===== src/rtl/jt7759_rom_pkg.sv =====
// Shared widths, FSM states and line record for the JT7759 ROM bridge.
// JT7759_PREFETCH_EN selects the two-line prefetching build.
package jt7759_rom_pkg;

    localparam int LINE_AW    = 15;
    localparam int BYTE_SEL_W = 2;
    localparam int LINE_DW    = 32;
    localparam int ROM_AW     = LINE_AW + BYTE_SEL_W;

    typedef enum logic [4:0] {
        IDLE     = 5'b00001,
        LOOKUP   = 5'b00010,
        FETCH    = 5'b00100,
        SERVE    = 5'b01000,
        PREFETCH = 5'b10000
    } state_t;

    typedef struct packed {
        logic               valid;
        logic [LINE_AW-1:0] tag;
        logic [LINE_DW-1:0] data;
    } line_t;

    function automatic logic [7:0] pick_byte(
        input logic [LINE_DW-1:0]    w,
        input logic [BYTE_SEL_W-1:0] s
    );
        logic [7:0] b;
        unique case (s)
            2'd0:    b = w[7:0];
            2'd1:    b = w[15:8];
            2'd2:    b = w[23:16];
            default: b = w[31:24];
        endcase
        return b;
    endfunction

endpackage


===== src/rtl/jt7759_rom_line.sv =====
// One tagged 32-bit line of the ROM bridge buffer.
// Instantiated once, or twice when JT7759_PREFETCH_EN is defined.
module jt7759_rom_line
    import jt7759_rom_pkg::*;
(
    input  logic               i_clk,
    input  logic               i_rst,
    input  logic               i_clr,
    input  logic               i_we,
    input  logic [LINE_AW-1:0] i_tag,
    input  logic [LINE_DW-1:0] i_data,
    input  logic [LINE_AW-1:0] i_cmp_tag,
    output logic               o_hit,
    output logic [LINE_DW-1:0] o_data
);

    line_t r_line;

    always_ff @(posedge i_clk or posedge i_rst) begin
        if (i_rst) begin
            r_line <= '0;
        end else if (i_clr) begin
            r_line.valid <= 1'b0;
        end else if (i_we) begin
            r_line.valid <= 1'b1;
            r_line.tag   <= i_tag;
            r_line.data  <= i_data;
        end
    end

    assign o_hit  = r_line.valid && (r_line.tag == i_cmp_tag);
    assign o_data = r_line.data;

endmodule


===== src/rtl/jt7759_rom_bridge.sv =====
// Byte-wide ROM responder for JT7759 backed by a tagged line buffer.
// Define JT7759_PREFETCH_EN for two LRU lines plus next-line prefetch.
module jt7759_rom_bridge
    import jt7759_rom_pkg::*;
(
    input  logic                rst,
    input  logic                clk,
    input  logic                rom_cs,
    input  logic [ROM_AW-1:0]   rom_addr,
    output logic [7:0]          rom_data,
    output logic                rom_ok,
    output logic                ext_cs,
    output logic [LINE_AW-1:0]  ext_addr,
    input  logic [LINE_DW-1:0]  ext_data,
    input  logic                ext_ok
);

`ifdef JT7759_PREFETCH_EN
    localparam int NL = 2;
`else
    localparam int NL = 1;
`endif

    state_t              r_state;
    state_t              w_next;
    logic                r_cs_d;
    logic [ROM_AW-1:0]   r_addr;
    logic                r_rom_ok;
    logic [7:0]          r_rom_data;
    logic [LINE_AW-1:0]  r_ext_addr;
    logic [LINE_AW-1:0]  w_cmp_tag;
    logic                w_req;
    logic                w_fill;
    logic                w_hit_any;
    logic [LINE_DW-1:0]  w_hit_word;
    logic [NL-1:0]       w_hit;
    logic [NL-1:0]       w_we;
    logic [LINE_DW-1:0]  w_data [NL];

`ifdef JT7759_PREFETCH_EN
    logic                r_lru;
    logic                w_hit_idx;
    logic                r_pf_pend;
    logic [LINE_AW-1:0]  r_pf_addr;
`endif

    assign w_req  = rom_cs && (!r_cs_d || (rom_addr != r_addr));
    assign w_fill = ext_ok && ((r_state == FETCH) || (r_state == PREFETCH));

`ifdef JT7759_PREFETCH_EN
    // The compare port probes the prefetch target while serving.
    assign w_cmp_tag = (r_state == SERVE) ? r_pf_addr
                                          : r_addr[ROM_AW-1:BYTE_SEL_W];
    assign w_we[0]   = w_fill && !r_lru;
    assign w_we[1]   = w_fill && r_lru;
`else
    assign w_cmp_tag = r_addr[ROM_AW-1:BYTE_SEL_W];
    assign w_we[0]   = w_fill;
`endif

    for (genvar g = 0; g < NL; g++) begin : g_line
        jt7759_rom_line u_line (
            .i_clk     (clk),
            .i_rst     (rst),
            .i_clr     (1'b0),
            .i_we      (w_we[g]),
            .i_tag     (r_ext_addr),
            .i_data    (ext_data),
            .i_cmp_tag (w_cmp_tag),
            .o_hit     (w_hit[g]),
            .o_data    (w_data[g])
        );
    end

    assign w_hit_any = |w_hit;

    always_comb begin
        w_hit_word = '0;
        for (int i = 0; i < NL; i++) begin
            if (w_hit[i]) w_hit_word = w_data[i];
        end
    end

`ifdef JT7759_PREFETCH_EN
    assign w_hit_idx = w_hit[1];
`endif

    always_comb begin
        w_next = r_state;
        unique case (r_state)
            IDLE: begin
                if (w_req) w_next = LOOKUP;
            end
            LOOKUP: begin
                if (w_req)          w_next = LOOKUP;
                else if (!rom_cs)   w_next = IDLE;
                else if (w_hit_any) w_next = SERVE;
                else                w_next = FETCH;
            end
            FETCH: begin
                if (ext_ok) w_next = LOOKUP;
            end
            SERVE: begin
                if (w_req)        w_next = LOOKUP;
                else if (!rom_cs) w_next = IDLE;
`ifdef JT7759_PREFETCH_EN
                else if (r_pf_pend && !w_hit_any) w_next = PREFETCH;
`endif
            end
            PREFETCH: begin
                if (ext_ok) w_next = LOOKUP;
            end
            default: w_next = IDLE;
        endcase
    end

    always_ff @(posedge clk or posedge rst) begin
        if (rst) r_state <= IDLE;
        else     r_state <= w_next;
    end

    always_ff @(posedge clk or posedge rst) begin
        if (rst) begin
            r_cs_d     <= 1'b0;
            r_addr     <= '0;
            r_rom_ok   <= 1'b0;
            r_rom_data <= '0;
            r_ext_addr <= '0;
        end else begin
            r_cs_d <= rom_cs;
            if (w_req) r_addr <= rom_addr;
            if (w_req || !rom_cs) begin
                r_rom_ok <= 1'b0;
            end else if (r_state == LOOKUP && w_hit_any) begin
                r_rom_ok   <= 1'b1;
                r_rom_data <= pick_byte(w_hit_word, r_addr[BYTE_SEL_W-1:0]);
            end
            if (r_state == LOOKUP && w_next == FETCH)
                r_ext_addr <= r_addr[ROM_AW-1:BYTE_SEL_W];
`ifdef JT7759_PREFETCH_EN
            else if (r_state == SERVE && w_next == PREFETCH)
                r_ext_addr <= r_pf_addr;
`endif
        end
    end

`ifdef JT7759_PREFETCH_EN
    always_ff @(posedge clk or posedge rst) begin
        if (rst) begin
            r_lru     <= 1'b0;
            r_pf_pend <= 1'b0;
            r_pf_addr <= '0;
        end else begin
            if (w_fill) r_lru <= !r_lru;
            else if (r_state == LOOKUP && w_hit_any) r_lru <= !w_hit_idx;
            // Only demand fills arm a prefetch; serving launches or skips it.
            if (r_state == FETCH && ext_ok) begin
                r_pf_pend <= 1'b1;
                r_pf_addr <= r_ext_addr + 1'b1;
            end else if (r_state == SERVE && !w_req && rom_cs) begin
                r_pf_pend <= 1'b0;
            end
        end
    end
`endif

    assign rom_ok   = r_rom_ok;
    assign rom_data = r_rom_data;
    assign ext_cs   = (r_state == FETCH) || (r_state == PREFETCH);
    assign ext_addr = r_ext_addr;

endmodule


===== config.mk =====
export PLATFORM = sky130hd
export DESIGN_NAME = jt7759_rom_bridge
export DESIGN_NICKNAME = d
export VERILOG_FILES = /design/src/rtl/jt7759_rom_pkg.sv /design/src/rtl/jt7759_rom_line.sv /design/src/rtl/jt7759_rom_bridge.sv
export SDC_FILE = /design/constraint.sdc
export NUM_CORES = 1
export LEC_CHECK = 0
export CAP_MARGIN = 20
export CELL_PAD_IN_SITES_DETAIL_PLACEMENT = 1
export CELL_PAD_IN_SITES_GLOBAL_PLACEMENT = 1
export CORE_MARGIN = 2
export CORE_UTILIZATION = 47
export CTS_CLUSTER_DIAMETER = 80
export DETAILED_ROUTE_END_ITERATION = 6
export HOLD_SLACK_MARGIN = 0.12
export PLACE_DENSITY = 0.87
export SYNTH_ARGS = -nofsm -noshare
export SYNTH_HDL_FRONTEND = slang
export SYNTH_HIERARCHICAL = 1
export SYNTH_SLANG_ARGS = --single-unit

===== constraint.sdc =====
create_clock -name clk -period 5.5 [get_ports clk]
set_input_delay 1.1 -clock clk [delete_from_list [all_inputs] [get_ports clk]]
set_output_delay 1.1 -clock clk [all_outputs]
set_load 0.005 [all_outputs]

# Word level (Yosys, flattened, before mapping)
# Index checks and enable logic that the tools add are counted.
[classes]
n_eq_ne = 10
n_shift = 0
n_bitwise = 1
addsub = 0
n_reduce_logical = 14
n_lt_le_gt_ge = 0
multipliers = 0
div = 0
n_mux = 12
[ops]
columns = ["cell", "count"]
rows = [
  ["32-bit two-way mux", 1],
  ["8-bit one-hot mux with 3 select lines", 1],
  ["5-bit two-way mux", 4],
  ["5-bit one-hot mux with 4 select lines", 1],
  ["17-bit != test", 1],
  ["15-bit equality test", 1],
  ["4-bit two-way mux", 3],
  ["5-bit by 3-bit equality test with 1-bit output, second input constant", 2],
  ["5-bit by 1-bit equality test with 1-bit output, second input constant", 1],
  ["5-bit by 2-bit equality test with 1-bit output, second input constant", 1],
  ["5-bit by 4-bit equality test with 1-bit output, second input constant", 1],
  ["5-bit equality test, second input constant", 1],
  ["1-bit logical AND", 5],
  ["1-bit logical OR", 3],
  ["2-bit by 1-bit equality test with 1-bit output, second input constant", 1],
  ["2-bit equality test, second input constant", 1],
  ["1-bit zero test", 2],
  ["2-bit zero test", 1],
  ["1-bit two-way mux", 2],
  ["2-bit AND reduction", 1],
  ["2-bit nonzero test", 1],
  ["2-bit OR reduction", 1],
  ["1-bit NOT", 1],
]
[totals]
memories = 0
word_cells = 46
romBits = 0
input_bits = 53
ram_bits = 0
latchBits = 0
ff_bits = 95

# Logic depth before layout (Yosys ltp)
# Gate-level depths: netlist of run 1.
[logic_depth]
depth_word = 8
mapped_depth = 7

# Hierarchy
# Netlist of run 1, hierarchy kept.
[modules_own_cells]
columns = ["mod", "area_each_um2", "instances", "cells_per_inst"]
rows = [
  ["jt7759_rom_bridge", 2352.3, 1, 165],
  ["jt7759_rom_line", 2349.8, 1, 156],
]

# Least setup slack after synthesis of run 1
# Ideal clock, no wire load.
[synth_timing]
path_kind = "input to register"
start = "in rom_addr[7]"
end = "reg r_ext_addr[0], in the netlist ext_addr[0]"
path_buffers = 1
t_arrival_ns = 2.727
path_slack_ns = 2.649
stages = 6
path_cell_list = "xor2_1 > nor4_1 > nand3_2 > nor4b_4 > buf_6 > mux2_2"
[synth_via]
elab_chain_cells = 7
elab_cells_between_ends = 9
cone_classes = "2 x eq/ne; 4 x mux; 3 x reduce/logical"
[synth_lines]
columns = ["element", "line", "rtl"]
rows = [
  ["from (decl)", "jt7759_rom_bridge.sv:9", "input logic [ROM_AW-1:0] rom_addr,"],
  ["17-bit != test (*)", "jt7759_rom_bridge.sv:47", "assign w_req = rom_cs && (!r_cs_d || (rom_addr != r_addr));"],
  ["1-bit logical OR (*)", "jt7759_rom_bridge.sv:47", ""],
  ["1-bit logical AND (*)", "jt7759_rom_bridge.sv:47", ""],
  ["5-bit two-way mux, or another cell as far along", "jt7759_rom_bridge.sv:104", "if (w_req) w_next = LOOKUP;"],
  ["5-bit one-hot mux with 4 select lines (*)", "jt7759_rom_bridge.sv:90", "unique case (r_state)"],
  ["5-bit by 3-bit equality test with 1-bit output (*)", "jt7759_rom_bridge.sv:138", "if (r_state == LOOKUP && w_next == FETCH)"],
  ["1-bit logical AND (*)", "jt7759_rom_bridge.sv:138", ""],
  ["to (signal assigned)", "jt7759_rom_bridge.sv:139", "r_ext_addr <= r_addr[ROM_AW-1:BYTE_SEL_W];"],
  ["to (decl)", "jt7759_rom_bridge.sv:30", "logic [LINE_AW-1:0] r_ext_addr;"],
]
# Every way passes the cells marked *; elsewhere a longest branch is shown, timed or not.
# A chain may end at the register's enable or synchronous reset.

# Worst setup path after layout of run 1
[layout_timing]
start = "in rom_addr[7]"
end = "reg r_ext_addr[9], in the netlist ext_addr[9]"
# Same word-level chain as after synthesis.

==> results of run 1 <==
sequential cells by signal, summed over array words and instances (netlist names):
register and flops:
ext_addr 15, g_line.u_line/o_data 32, g_line.u_line/r_line 16, r_addr 17, r_cs_d 1, r_state 5
rom_data 8, rom_ok 1
path summary, 6_finish.rpt:
kind                                              from                          end  depth (start not counted)
hold reg to reg            g_line[0].u_line/o_data[12]  g_line[0].u_line/o_data[12]                          1
setup / recovery                           rom_addr[7]                  ext_addr[9]                          7
max in group asynchronous                          rst                   r_state[0]                          3
hold / removal             g_line[0].u_line/o_data[12]  g_line[0].u_line/o_data[12]                          1
setup reg to reg                             r_addr[7]                  rom_data[0]                          5
min in group asynchronous                          rst  g_line[0].u_line/o_data[17]                          2
layer usage:
| metal | up-vias | part of all wire, % | GRT usage [%] |
|---|---|---|---|
| li1 | 1195 | - | - |
| met1 | 1375 | 41 | 22.8 |
| met2 | 72 | 53 | 34.8 |
| met5 | - | 0 | 0 |
| met3 | 11 | 4.9 | 4.95 |
| met4 | 0 | 0.78 | 4.54 |
report_power, final:
group	internal [mW]	leakage, nW	switching [mW]
registers	0.720	1.28	0.0430
logic	0.0895	1.10	0.0651
clock network	0.210	0.0921	0.246
per-stage QoR:
| stage | cells | power (mW) | cell area, um2 |
|---|---|---|---|
| 2_1_floorplan | 322 | 0.858 | 4710 |
| 3_3_place_gp | 489 | 0.918 | 5290 |
| 5_1_grt | 507 | 1.43 | 5530 |
| 6_report | 507 | 1.37 | 5530 |
| 3_5_place_dp | 489 | 0.929 | 5290 |
| 4_1_cts | 504 | 1.38 | 5480 |
layout make-up:
cell class / count / area (um2) / area share, %
clock buffer: 9 / 124 / 2.24
clock inverter: 6 / 67.6 / 1.22
inverter: 3 / 11.3 / 0.203
multi-input combinational: 179 / 1950 / 35.2
sequential: 95 / 2380 / 43.0
tap: 133 / 166 / 3.01
timing repair buffer: 82 / 837 / 15.1
placed cells by master, fill, tap and decap left out, types with 4 or more instances in the layout:
master	n
clkbuf_8	9
nor4_1	5
mux2_2	57
mux2_4	30
nand2_1	4
dfrtp_1	94
xnor2_1	18
nand4_1	5
clkdlybuf4s50_1	77
xor2_1	17
nor2_1	5
mux4_1	8
critical path, cell delays in order:
cell	delay, ps
clkdlybuf4s50_1	440
xor2_1	160
nor4_1	620
nand3_2	220
nor4b_4	650
buf_6	240
mux2_2	340
cells by family after synthesis:
family                 after synthesis  share of synthesized area [%]
XOR/XNOR                            35                           6.52
other                                1                         0.0798
flip-flops                          95                           50.6
AND/OR/NAND/NOR                     36                           5.11
multiplexers                        96                           27.9
buffers and inverters               48                           8.04
AO/OA/AOI/OAI                       10                           1.76
==> summary.md, run 1 <==
| Metric | Value |
|---|---|
| Iter 0 DRT Violations | `72` |
| Rows | `36` |
| Initial antenna violation count | `0` |
| Filler cells | `977` |
| Tmin final | `3530 ps` |
| Finish-stage setup viols | `0` |
| Worst vdd rail ir drop | `134 uV` |
| Final Hold Vio Count | `0` |
| Overflow left after global routing | `0` |
| WL per Instance | `19.6 um` |
| Layout area overhead | `17.7%` |
| Post-synthesis average cell area | `14.6 um2` |
| Critical path class | `in2reg` |
| Netlist cell types | `41` |
| Total track usage | `19.2%` |
| Final nets | `423` |
| Pre-CTS setup slack | `1400 ps` |
| Power density cells | `248 nW/um2` |
| Status | `completed` |
| Largest net degree at the start of global routing | `49` |
| P_leak | `2.48 nW` |
| Slew at the pin closest to its max-slew limit | `956 ps` |
| Total Die Area | `10800 um2` |
| Yosys warnings | `6` |
| Clk root buf | `clkbuf_8` |
| Buffers on Ports | `77` |
| CP endpoint kind | `flip-flop` |
| Clock buffer depth | `2` |
| CP required | `5740 ps` |
| Most common cell in the netlist | `dfrtp_1` |
| Post-synth top cells | `dfrtp_1 (94), mux2_2 (57), buf_4 (33), mux2_4 (30), xnor2_1 (18)` |
| Maxcap violations | `0` |
| Setup TNS | `0 ps` |
| Clock transition at path regs | `90 ps` |
| Post-synth EDFFs | `0` |
| Hold buffer count at CTS | `0` |
| Num CTS Buffers | `9` |
| Arr. time, crit path | `3770 ps` |
| Layout cells sized above 1 | `31.3%` |
| Postcts setup bufs | `0` |
| DRT antenna net count | `0` |
| Drc violations | `0` |
| Die Wd | `104 um` |
| Yosys top cell area share | `50.0%` |
| Drt first pass iters | `4` |
| I/O pins | `78` |
| Via count | `2653` |
| Post-Route WL | `9940 um` |
| Mapped Cells | `321` |
| RSZ-0062 raised after global routing | `no` |
| Number of global-route vias before repair | `3015` |
| TritonCTS Sinks | `95` |
| Slew Limit Headroom | `35.7%` |
| Yosys top cell by area | `dfrtp_1` |
| First-pass GRT wire length | `16100 um` |
| CTS resizes | `0` |
| Fin worst setup slack | `1970 ps` |
| Worst-skew pair later-pin latency | `360 ps` |
| HP Class | `reg2reg` |
| Crit start category | `primary input` |
| Max Clock Freq | `283 MHz` |
| Via density | `5.23` |
| H-tree depth | `3` |
| Final Core Density | `56.9%` |
| Die height | `104 um` |
| Core Region | `9730 um2` |
| Async set-reset flop share out of synthesis | `100%` |
| Initial Util | `48.3%` |
| Largest cells by area after synthesis | `dfrtp_1 (50%), mux2_2 (14%), mux2_4 (9.6%)` |
| Part of the cycle the worst path needs | `64.2%` |
| Hold Slack | `507 ps` |
| Register area share after synthesis | `50.6%` |
| Cell Area, Synth | `4700 um2` |
| Inserted Diodes | `0` |
| Ys flop type | `dfrtp_1` |
| CTS tree | `done` |
| Final HPWL DP | `6990 um` |
| GPL Wtd Cong | `0.748` |
| Flops & latches, synth | `95` |
| Clock Skew | `14.4 ps` |
| Slew Viols, Final | `0` |
| Crit Path Max Fanout | `9` |
| Setup slack, reg-to-reg | `2530 ps` |
No activity file was read; power rests on OpenSTA's default activity.
==> run 2, diff against run 1 <==
--- a/config.mk
+++ b/config.mk
@@ -9,11 +9,11 @@
 export CELL_PAD_IN_SITES_DETAIL_PLACEMENT = 1
 export CELL_PAD_IN_SITES_GLOBAL_PLACEMENT = 1
 export CORE_MARGIN = 2
-export CORE_UTILIZATION = 47
+export CORE_UTILIZATION = 40
 export CTS_CLUSTER_DIAMETER = 80
 export DETAILED_ROUTE_END_ITERATION = 6
 export HOLD_SLACK_MARGIN = 0.12
-export PLACE_DENSITY = 0.87
+export PLACE_DENSITY = 0.79
 export SYNTH_ARGS = -nofsm -noshare
 export SYNTH_HDL_FRONTEND = slang
 export SYNTH_HIERARCHICAL = 1
==> constraint.sdc (replaced) <==
create_clock -name clk -period 3.05 [get_ports clk]
set_input_delay 0.61 -clock clk [delete_from_list [all_inputs] [get_ports clk]]
set_output_delay 0.61 -clock clk [all_outputs]
set_load 0.005 [all_outputs]
==> summary.md, run 2 (synthesis results as in run 1) <==
| Metric | Value |
|---|---|
| Clk root buf | `clkbuf_16` |
| CP max stage delay | `480 ps` |
| Final Core Density | `49.9%` |
| Final Cell Area | `5720 um2` |
| Slew Viols, Final | `0` |
| Postcts setup bufs | `0` |
| Arr. time, crit path | `2800 ps` |
| Worst-skew pair later-pin latency | `340 ps` |
| Critical path class | `in2reg` |
| Drt first pass iters | `4` |
| Num CTS Buffers | `9` |
| Via density | `5.10` |
| CP required | `3280 ps` |
| CP bufs+invs | `2` |
| WL per Instance | `19.1 um` |
| Tmin final | `2570 ps` |
| Die height | `112 um` |
| Final Hold Vio Count | `0` |
| Clock buffer depth | `2` |
| Critical path's slowest cell | `nor4_1` |
| Total Die Area | `12600 um2` |
| Family with the most delay on the worst path | `simple AND/OR/NAND/NOR gates` |
| Worst Reg-to-Reg Cells | `6` |
| H-tree depth | `3` |
| CP endpoint kind | `flip-flop` |
| Core Region | `11500 um2` |
| Finish-stage setup viols | `0` |
| Slew Limit Headroom | `57.1%` |
| Final nets | `428` |
| Max reg flops | `32` |
| CTS resizes | `0` |
| Crit Path Max Fanout | `9` |
| Iter 0 DRT Violations | `71` |
| Crit start category | `primary input` |
| Final HPWL DP | `6970 um` |
| Hold buffer count at CTS | `0` |
| P_leak | `2.56 nW` |
| First-pass GRT wire length | `16500 um` |
| Overflow left after global routing | `0` |
| Status | `completed` |
| Critical path depth | `7` |
| Total track usage | `16.8%` |
| Initial Util | `41.0%` |
| Via count | `2669` |
| Rows | `39` |
| Layout area overhead | `21.7%` |
| Die Wd | `112 um` |
| Clock Skew | `8.49 ps` |
| Layout cells sized above 1 | `32.1%` |
| Max Clock Freq | `389 MHz` |
| Maxcap violations | `0` |
| CTS tree | `done` |
| Critical Path, Cell by Cell | `clkdlybuf4s50_1 -> xor2_1 -> nor4_1 -> nand3_2 -> nor4b_4 -> buf_4 -> mux2_2` |
| Power density cells | `517 nW/um2` |
| Part of the cycle the worst path needs | `84.2%` |
| Filler cells | `1138` |
| Commonest non-fill, non-tap cells in the layout | `dfrtp_1 (94), clkdlybuf4s50_1 (77), mux2_2 (57)` |
| RSZ-0062 raised after global routing | `no` |
| TritonCTS Sinks | `95` |
| Worst vdd rail ir drop | `492 uV` |
| Slew at the pin closest to its max-slew limit | `643 ps` |
| Post-DP Area | `5380 um2` |
| Clock transition at path regs | `70 ps` |
| Initial antenna violation count | `0` |
| HP Class | `reg2reg` |
| Drc violations | `0` |
| DRT antenna net count | `0` |
| I/O pins | `78` |
| Setup TNS | `0 ps` |
| Post-Route WL | `9990 um` |
| GPL Wtd Cong | `0.793` |
| Buffers on Ports | `77` |
| Commonest non-fill, non-tap cell in the layout | `dfrtp_1` |
| Largest net degree at the start of global routing | `49` |
| WHS Path Cells | `1` |
| Number of global-route vias before repair | `3025` |
| Inserted Diodes | `0` |
[run 2: cell types whose count changed in the layout (fill, tap and decap cells not counted), sizes merged]
cell / change
inv: -2
bufinv: +2
buf: +5
clkinv: -1
clkbuf: +2
[run 2: where the power goes]
| part | internal (mW) | switching, mW |
|---|---|---|
| Sequential | 1.30 | 0.0764 |
| Clock | 0.824 | 0.481 |
| Combinational | 0.161 | 0.118 |
[run 2: final cells by class]
class	count	area, um2	share of cell area [%]
well taps	143	179	3.13
multi-input cells	179	1950	34.1
repair buffers	87	858	15.0
clock buffers	11	243	4.24
clock inverters	5	105	1.84
flip-flops and latches	95	2380	41.6
inverters	3	11.3	0.197
[run 2: worst register-to-register path, delay by kind of cell, from the launching register on]
kind                      cells  cell delay, ps
xor gates and xnor gates      1             250
buffers and inverters         1             230
DFF                           1             560
muxes                         1             360
and+or+nand+nor               3             910
[run 2: path summary, 6_finish.rpt]
| check | from | to | slack [ps] |
|---|---|---|---|
| worst max-delay path | rom_addr[16] | ext_addr[4] | 480 |
| worst min-delay path | g_line[0].u_line/o_data[5] | g_line[0].u_line/o_data[5] | 500 |
| worst max register to register | r_addr[0] | ext_addr[4] | 620 |
| worst min register to register | g_line[0].u_line/o_data[5] | g_line[0].u_line/o_data[5] | 500 |
| max in group asynchronous | rst | r_state[4] | 1800 |
| min in group asynchronous | rst | g_line[0].u_line/r_line[38] | 690 |
[run 2: metal layers]
metal  global-route usage (%)  up-vias  wire length, um
li1                         -     1211                -
met1                     21.3     1391             4360
met2                     28.6       62             4960
met3                     6.16        5              627
met4                     2.44        0               45
met5                        0        -                0
[run 2: stage by stage]
stage          hold WS [ps]  worst slack [ps]  power (mW)  std cells
5_1_grt                 520               304        3.09        523
2_1_floorplan           466               689        1.55        322
3_5_place_dp            491               130        1.68        507
4_1_cts                 507               481        3.00        523
3_3_place_gp            479               198        1.66        507
6_report                504               482        2.96        523
